$ cat src/rtl/posit_pkg.sv
`default_nettype none
// ============================================================================
//  Module      : posit_pkg
//  Description : Shared defaults, FSM state encoding and special-value
//                patterns for the posit decode path.
//  Revision    : 1.0 - initial release
// ============================================================================
package posit_pkg;

    // Default posit geometry consumed by posit_decoder and exp_adder
    localparam int POSIT_N      = 32;
    localparam int POSIT_ES     = 3;
    localparam int POSIT_K_BITS = 6;

    // Decoder control states
    typedef enum logic [1:0] {
        ST_IDLE    = 2'd0,
        ST_SCAN    = 2'd1,
        ST_EXTRACT = 2'd2,
        ST_DONE    = 2'd3
    } state_t;

    // Special encodings at the default width
    localparam logic [POSIT_N-1:0] POSIT_ZERO = '0;
    localparam logic [POSIT_N-1:0] POSIT_NAR  = {1'b1, {(POSIT_N-1){1'b0}}};

endpackage
`default_nettype wire

$ cat src/rtl/posit_regime_scan.sv
`default_nettype none
// ============================================================================
//  Module      : posit_regime_scan
//  Description : Serial regime-run scanner. Holds the posit body shift
//                register, the run counter and the leading regime bit; one
//                body bit is consumed per shift.
//  Revision    : 1.0 - initial release
// ============================================================================
module posit_regime_scan #(
    parameter int N  = 32,
    parameter int CW = $clog2(N)
) (
    input  logic          clk,
    input  logic          rst_n,
    input  logic          load,
    input  logic          shift,
    input  logic [N-2:0]  load_value,
    output logic [N-2:0]  body,
    output logic [CW-1:0] cnt,
    output logic          r0,
    output logic          stop
);

    localparam logic [CW-1:0] CNT_MAX = CW'(N - 1);

    // Load the magnitude body, then shift out one regime bit per cycle
    always_ff @(posedge clk or negedge rst_n) begin
        if (!rst_n) begin
            body <= '0;
            cnt  <= '0;
            r0   <= 1'b0;
        end else if (load) begin
            body <= load_value;
            cnt  <= '0;
            r0   <= load_value[N-2];
        end else if (shift) begin
            body <= {body[N-3:0], 1'b0};
            cnt  <= cnt + CW'(1);
        end
    end

    // Run ends at the terminator bit or when the whole body was regime
    always_comb begin
        stop = (body[N-2] != r0) || (cnt == CNT_MAX);
    end

endmodule
`default_nettype wire

$ cat src/rtl/posit_decoder.sv
`default_nettype none
// ============================================================================
//  Module      : posit_decoder
//  Description : Multi-cycle posit field extractor (sign, regime k, exponent,
//                MSB-aligned fraction, zero/NaR flags) feeding exp_adder.
//                Optional macro POSIT_DEC_EXPRAW_EN adds the combined scaled
//                exponent output exp_raw = (k << ES) + exp.
//  Revision    : 1.0 - initial release
// ============================================================================
module posit_decoder
    import posit_pkg::*;
#(
    parameter  int N         = POSIT_N,
    parameter  int ES        = POSIT_ES,
    parameter  int K_BITS    = POSIT_K_BITS,
    localparam int FRAC_BITS = N - ES - 3
) (
    input  logic                     clk,
    input  logic                     rst_n,
    input  logic                     start,
    input  logic [N-1:0]             posit_in,
    output logic                     sign,
    output logic signed [K_BITS-1:0] k,
    output logic [ES-1:0]            exp,
    output logic [FRAC_BITS-1:0]     frac,
    output logic                     NaR,
    output logic                     zero_out,
    output logic                     done
`ifdef POSIT_DEC_EXPRAW_EN
    ,
    output logic signed [ES+K_BITS:0] exp_raw
`endif
);

    localparam int CW = $clog2(N);
    localparam logic [N-1:0]  NAR_PAT = {1'b1, {(N-1){1'b0}}};
    localparam logic [CW-1:0] M_MAX   = CW'(N - 1);

    state_t                   state, state_nxt;
    logic [N-2:0]             body;
    logic [CW-1:0]            cnt;
    logic                     r0, stop, load, shift;
    logic [N-1:0]             mag;
    logic                     in_zero, in_nar;
    logic [K_BITS-1:0]        m_ext;
    logic signed [K_BITS-1:0] k_val, k_nxt;
    logic [ES-1:0]            exp_val, exp_nxt;
    logic [FRAC_BITS-1:0]     frac_val, frac_nxt;
    logic                     sign_nxt, nar_nxt, zero_nxt, done_nxt;
    logic                     unused_bits;
`ifdef POSIT_DEC_EXPRAW_EN
    logic signed [ES+K_BITS:0] exp_raw_val, exp_raw_nxt;
`endif

    // Classify the operand and form its magnitude for the regime scan
    always_comb begin
        in_zero = (posit_in == '0);
        in_nar  = (posit_in == NAR_PAT);
        mag     = posit_in[N-1] ? -posit_in : posit_in;
        load    = (state == ST_IDLE) && start && !in_zero && !in_nar;
        shift   = (state == ST_SCAN) && !stop;
    end

    // The magnitude MSB is only nonzero for NaR, and body[0] is always fill
    assign unused_bits = ^{mag[N-1], body[0]};

    posit_regime_scan #(
        .N  (N),
        .CW (CW)
    ) u_scan (
        .clk        (clk),
        .rst_n      (rst_n),
        .load       (load),
        .shift      (shift),
        .load_value (mag[N-2:0]),
        .body       (body),
        .cnt        (cnt),
        .r0         (r0),
        .stop       (stop)
    );

    // Field extraction from the shifted body once the run length is known
    always_comb begin
        m_ext = {{(K_BITS-CW){1'b0}}, cnt};
        k_val = r0 ? (m_ext - K_BITS'(1)) : -m_ext;
        if (cnt == M_MAX) begin
            exp_val  = '0;
            frac_val = '0;
        end else begin
            // body[N-2] is the terminator; zero fill pads truncated fields
            exp_val  = body[N-3 -: ES];
            frac_val = body[N-3-ES:1];
        end
`ifdef POSIT_DEC_EXPRAW_EN
        exp_raw_val = ($signed({{(ES+1){k_val[K_BITS-1]}}, k_val}) <<< ES)
                    + $signed({{(K_BITS+1){1'b0}}, exp_val});
`endif
    end

    // State register
    always_ff @(posedge clk or negedge rst_n) begin
        if (!rst_n) begin
            state <= ST_IDLE;
        end else begin
            state <= state_nxt;
        end
    end

    // Next-state logic; DONE dwells until the done pulse has been issued
    always_comb begin
        state_nxt = state;
        case (state)
            ST_IDLE:    if (start) state_nxt = (in_zero || in_nar) ? ST_DONE : ST_SCAN;
            ST_SCAN:    if (stop) state_nxt = ST_EXTRACT;
            ST_EXTRACT: state_nxt = ST_DONE;
            ST_DONE:    state_nxt = done ? ST_IDLE : ST_DONE;
            default:    state_nxt = ST_IDLE;
        endcase
    end

    // Output next values: results hold except on accept and extract
    always_comb begin
        sign_nxt = sign;
        k_nxt    = k;
        exp_nxt  = exp;
        frac_nxt = frac;
        nar_nxt  = NaR;
        zero_nxt = zero_out;
        done_nxt = 1'b0;
`ifdef POSIT_DEC_EXPRAW_EN
        exp_raw_nxt = exp_raw;
`endif
        case (state)
            ST_IDLE: begin
                if (start) begin
                    sign_nxt = posit_in[N-1];
                    k_nxt    = '0;
                    exp_nxt  = '0;
                    frac_nxt = '0;
                    nar_nxt  = in_nar;
                    zero_nxt = in_zero;
`ifdef POSIT_DEC_EXPRAW_EN
                    exp_raw_nxt = '0;
`endif
                end
            end
            ST_EXTRACT: begin
                k_nxt    = k_val;
                exp_nxt  = exp_val;
                frac_nxt = frac_val;
                done_nxt = 1'b1;
`ifdef POSIT_DEC_EXPRAW_EN
                exp_raw_nxt = exp_raw_val;
`endif
            end
            ST_DONE:  done_nxt = ~done;
            default:  done_nxt = 1'b0;
        endcase
    end

    // Output registers
    always_ff @(posedge clk or negedge rst_n) begin
        if (!rst_n) begin
            sign     <= 1'b0;
            k        <= '0;
            exp      <= '0;
            frac     <= '0;
            NaR      <= 1'b0;
            zero_out <= 1'b0;
            done     <= 1'b0;
`ifdef POSIT_DEC_EXPRAW_EN
            exp_raw  <= '0;
`endif
        end else begin
            sign     <= sign_nxt;
            k        <= k_nxt;
            exp      <= exp_nxt;
            frac     <= frac_nxt;
            NaR      <= nar_nxt;
            zero_out <= zero_nxt;
            done     <= done_nxt;
`ifdef POSIT_DEC_EXPRAW_EN
            exp_raw  <= exp_raw_nxt;
`endif
        end
    end

endmodule
`default_nettype wire
$ cat config.mk
export PLATFORM = sky130hd
export DESIGN_NAME = posit_decoder
export DESIGN_NICKNAME = d
export VERILOG_FILES = /design/src/rtl/posit_pkg.sv /design/src/rtl/posit_regime_scan.sv /design/src/rtl/posit_decoder.sv
export SDC_FILE = /design/constraint.sdc
export NUM_CORES = 1
export LEC_CHECK = 0
export ABC_AREA = 1
export BUFFER_PORTS_ARGS = -buffer_cell sky130_fd_sc_hd__buf_2
export CORE_MARGIN = 4
export CORE_UTILIZATION = 40
export DETAILED_ROUTE_END_ITERATION = 16
export GPL_TIMING_DRIVEN = 1
export SYNTH_ARGS = -nofsm -noshare
export SYNTH_HDL_FRONTEND = slang
export SYNTH_SLANG_ARGS = --single-unit
$ cat constraint.sdc
create_clock -name clk -period 2.4 [get_ports clk]
set_clock_uncertainty 0.15 [all_clocks]
set_input_delay 0.36 -clock clk [delete_from_list [all_inputs] [get_ports clk]]
set_output_delay 0.36 -clock clk [all_outputs]
set_load 0.005 [all_outputs]
==> out/metrics.csv <==
metric;value;unit
fillCellCount;1129;
leakage;0.00270;uW
setup_viol;0;
final_common_cell;nand2_1;
path_buf_inv;1;
fin_nets;706;
area_growth;18.3;%
grt_pass1_wl;20100;um
wirelength;11900;um
swShare;39.2;%
die_h;114;um
rsz0062_at_grt;false;
clk_pin_slew;0.06;ns
crit_start;u_scan.cnt[0];
cts_buffers;9;
initial_utilization;41.3;%
critPathRequiredTime;2.44;ns
critPathMaxFanout;7;
cts_tree;built;
min_period_over_period;87.9;%
ioPinCount;74;
timing.final.max_slew_violations;0;
die_area;13100;um^2
cp_common_cell;nor2_1;
core-area;10900;um^2
avgViaCountPerCell;5.05;
gp_congestion;0.905;
htreeDepth;3;
slew-limit-headroom;57.8;%
fmax;474;MHz
powerDensity;1240;nW/um^2
yosysWarnings;0;
grt_pass1_vias;4037;
seqPwrFrac;34.7;%
holdCritStartpoint;posit_in[0];
fin_crit;2.11;ns
drt_pre_antenna_iters;7;
ant_nets;0;
fin_hold_ws;0.192;ns
synth-seq-area-share;43.2;%
grt_max_degree;42;
crit_path_cell_trace;ha_1, nand2_1, nor2_1, ha_1, nor2_1, nand2_1, inv_1, nand4_1, xor2_1, nor2_1;
die_w;114;um
vdd_drop_max;0.472;mV
syn_nets;637;
drc;0;
dp_hpwl;9090;um
num_rows;38;
ys_ff_latch;78;
grt_overflow;0;
multi_input_area;2160;um^2
crit_family;simple AND/OR/NAND/NOR gates;
cts_sinks;78;
place_ws;0.126;ns
syn_inst;598;
cp-end-kind;register;
post_drt_wl_per_cell;14.7;um
antenna_found_initial;0;
synth_area;4520;um^2
cp_slowest_cell;dfrtp_1;
power.internal;4040;uW
criticalPathCategory;register to register;
cp.arrival;2.15;ns
clk_path_buf_depth;2;
yosysUniqueCellTypes;34;
grt_usage;19.2;%
setup_ws;0.291;ns
cts_root_buffer;clkbuf_16;
portBuffers;73;
switching_power;2600;uW
seq_area;1950;um^2
cpPeakStageDelay;0.42;ns
drtIter0Drc;295;
cts_setup_buffers;0;
hold_violations;0;
tns;0;ns
drive_gt1_share;20.1;%
final_cell_mix;nand2_1, dfrtp_1, o21ai_0;
status;finished, final reports clean;
pwr-share-clk;23.0;%
cap_violations;0;
insertion_delay;0.33;ns
rr_startpoint;u_scan.cnt[0];
tightestPinTransition;0.627;ns
vias;4103;
syn_avg_cell_area;7.56;um^2
diodes;0;
worst_setup_path_start_kind;register;
combPwrFrac;42.3;%
hold_path.class;input port to register;
-- synthesized netlist by cell type (all sizes together) --
library cell | instances | share of area (%)
a211oi | 1 | 0.28
a21oi | 8 | 0.89
a32o | 1 | 0.22
and2 | 1 | 0.14
buf | 16 | 2.7
clkbuf | 11 | 0.91
clkinv | 3 | 0.28
dfrtp | 78 | 43
ha | 4 | 1.1
inv | 62 | 5.2
nand2 | 157 | 13
nand3 | 75 | 8.5
nand4 | 3 | 0.42
nor2 | 53 | 5.5
o21ai | 99 | 12
o31ai | 1 | 0.17
or2 | 2 | 0.33
or3 | 1 | 0.14
xnor2 | 11 | 2.1
xor2 | 11 | 2.1
-- routing by layer --
layer | track usage, % | up-vias | part of all wire [%]
li1 | - | 2068 | -
met1 | 27.7 | 1923 | 48
met2 | 30.0 | 103 | 46
met3 | 3.22 | 9 | 4.7
met4 | 5.15 | 0 | 0.97
met5 | 0 | - | 0
-- power by group through the flow --
stage          registers [uW]  clock network [uW]  logic (uW)
2_1_floorplan            2290                   0        2000
3_5_place_dp             2330                   0        2820
4_1_cts                  2310                1550        2840
6_report                 2310                1530        2810
3_3_place_gp             2310                   0        2790
5_1_grt                  2390                1620        3210
-- per-stage QoR --
stage,cell area (um^2),total power (uW),std cells,util (%)
4_1_cts,5350,6710,812,48.9
5_1_grt,5350,7210,812,48.9
3_5_place_dp,5000,5150,795,45.8
2_1_floorplan,4520,4280,598,-
3_3_place_gp,5000,5090,795,45.8
6_report,5350,6650,812,48.9
-- cell families (layout without fill, tap and decap cells) --
kind of cell,after synthesis,count (layout),share of synthesized area [%]
AND/OR/NAND/NOR,292,292,28.6
AO/OA/AOI/OAI,110,110,13.8
buffers and inverters,92,166,9.08
flip-flops,78,78,43.2
XOR/XNOR,22,22,4.26
adder cells (fa/ha/maj),4,4,1.11
-- final timing paths --
check,cells after the start,to,slack [ns]
max reg2reg,10,u_scan.cnt[3],0.29
max,10,u_scan.cnt[3],0.29
max in group asynchronous,3,u_scan.body[14],1.18
min in group asynchronous,2,done,0.36
min,3,u_scan.body[0],0.19
min reg2reg,2,u_scan.body[26],0.33
-- layout make-up --
type / instances / area share (%)
clock buffers: 12 / 4.42
clock inverters: 4 / 1.78
inverters: 65 / 4.61
multi-input cells: 428 / 40.3
flip-flops and latches: 78 / 36.5
well taps: 140 / 3.28
repair buffers: 85 / 9.08
-- sequential cells by signal (all words and copies together) (netlist names) --
register     count
u_scan.cnt       5
exp              3
k                6
frac            26
state            2
u_scan.r0        1
sign             1
NaR              1
zero_out         1
done             1
u_scan.body     31
-- what timing repair did --
action                                  in CTS  in global routing
hold endpoints to repair                    29                  0
hold buffers                                 1                  0
gates resized for setup                      0                  1
endpoints found under the setup margin       0                  9
-- worst min-delay path, delay by kind of cell --
kind	cells	cell delay, ns
buffers and inverters	2	0.13
AOI/OAI and AO/OA	1	0.14
(Power assumes the default switching activity.)
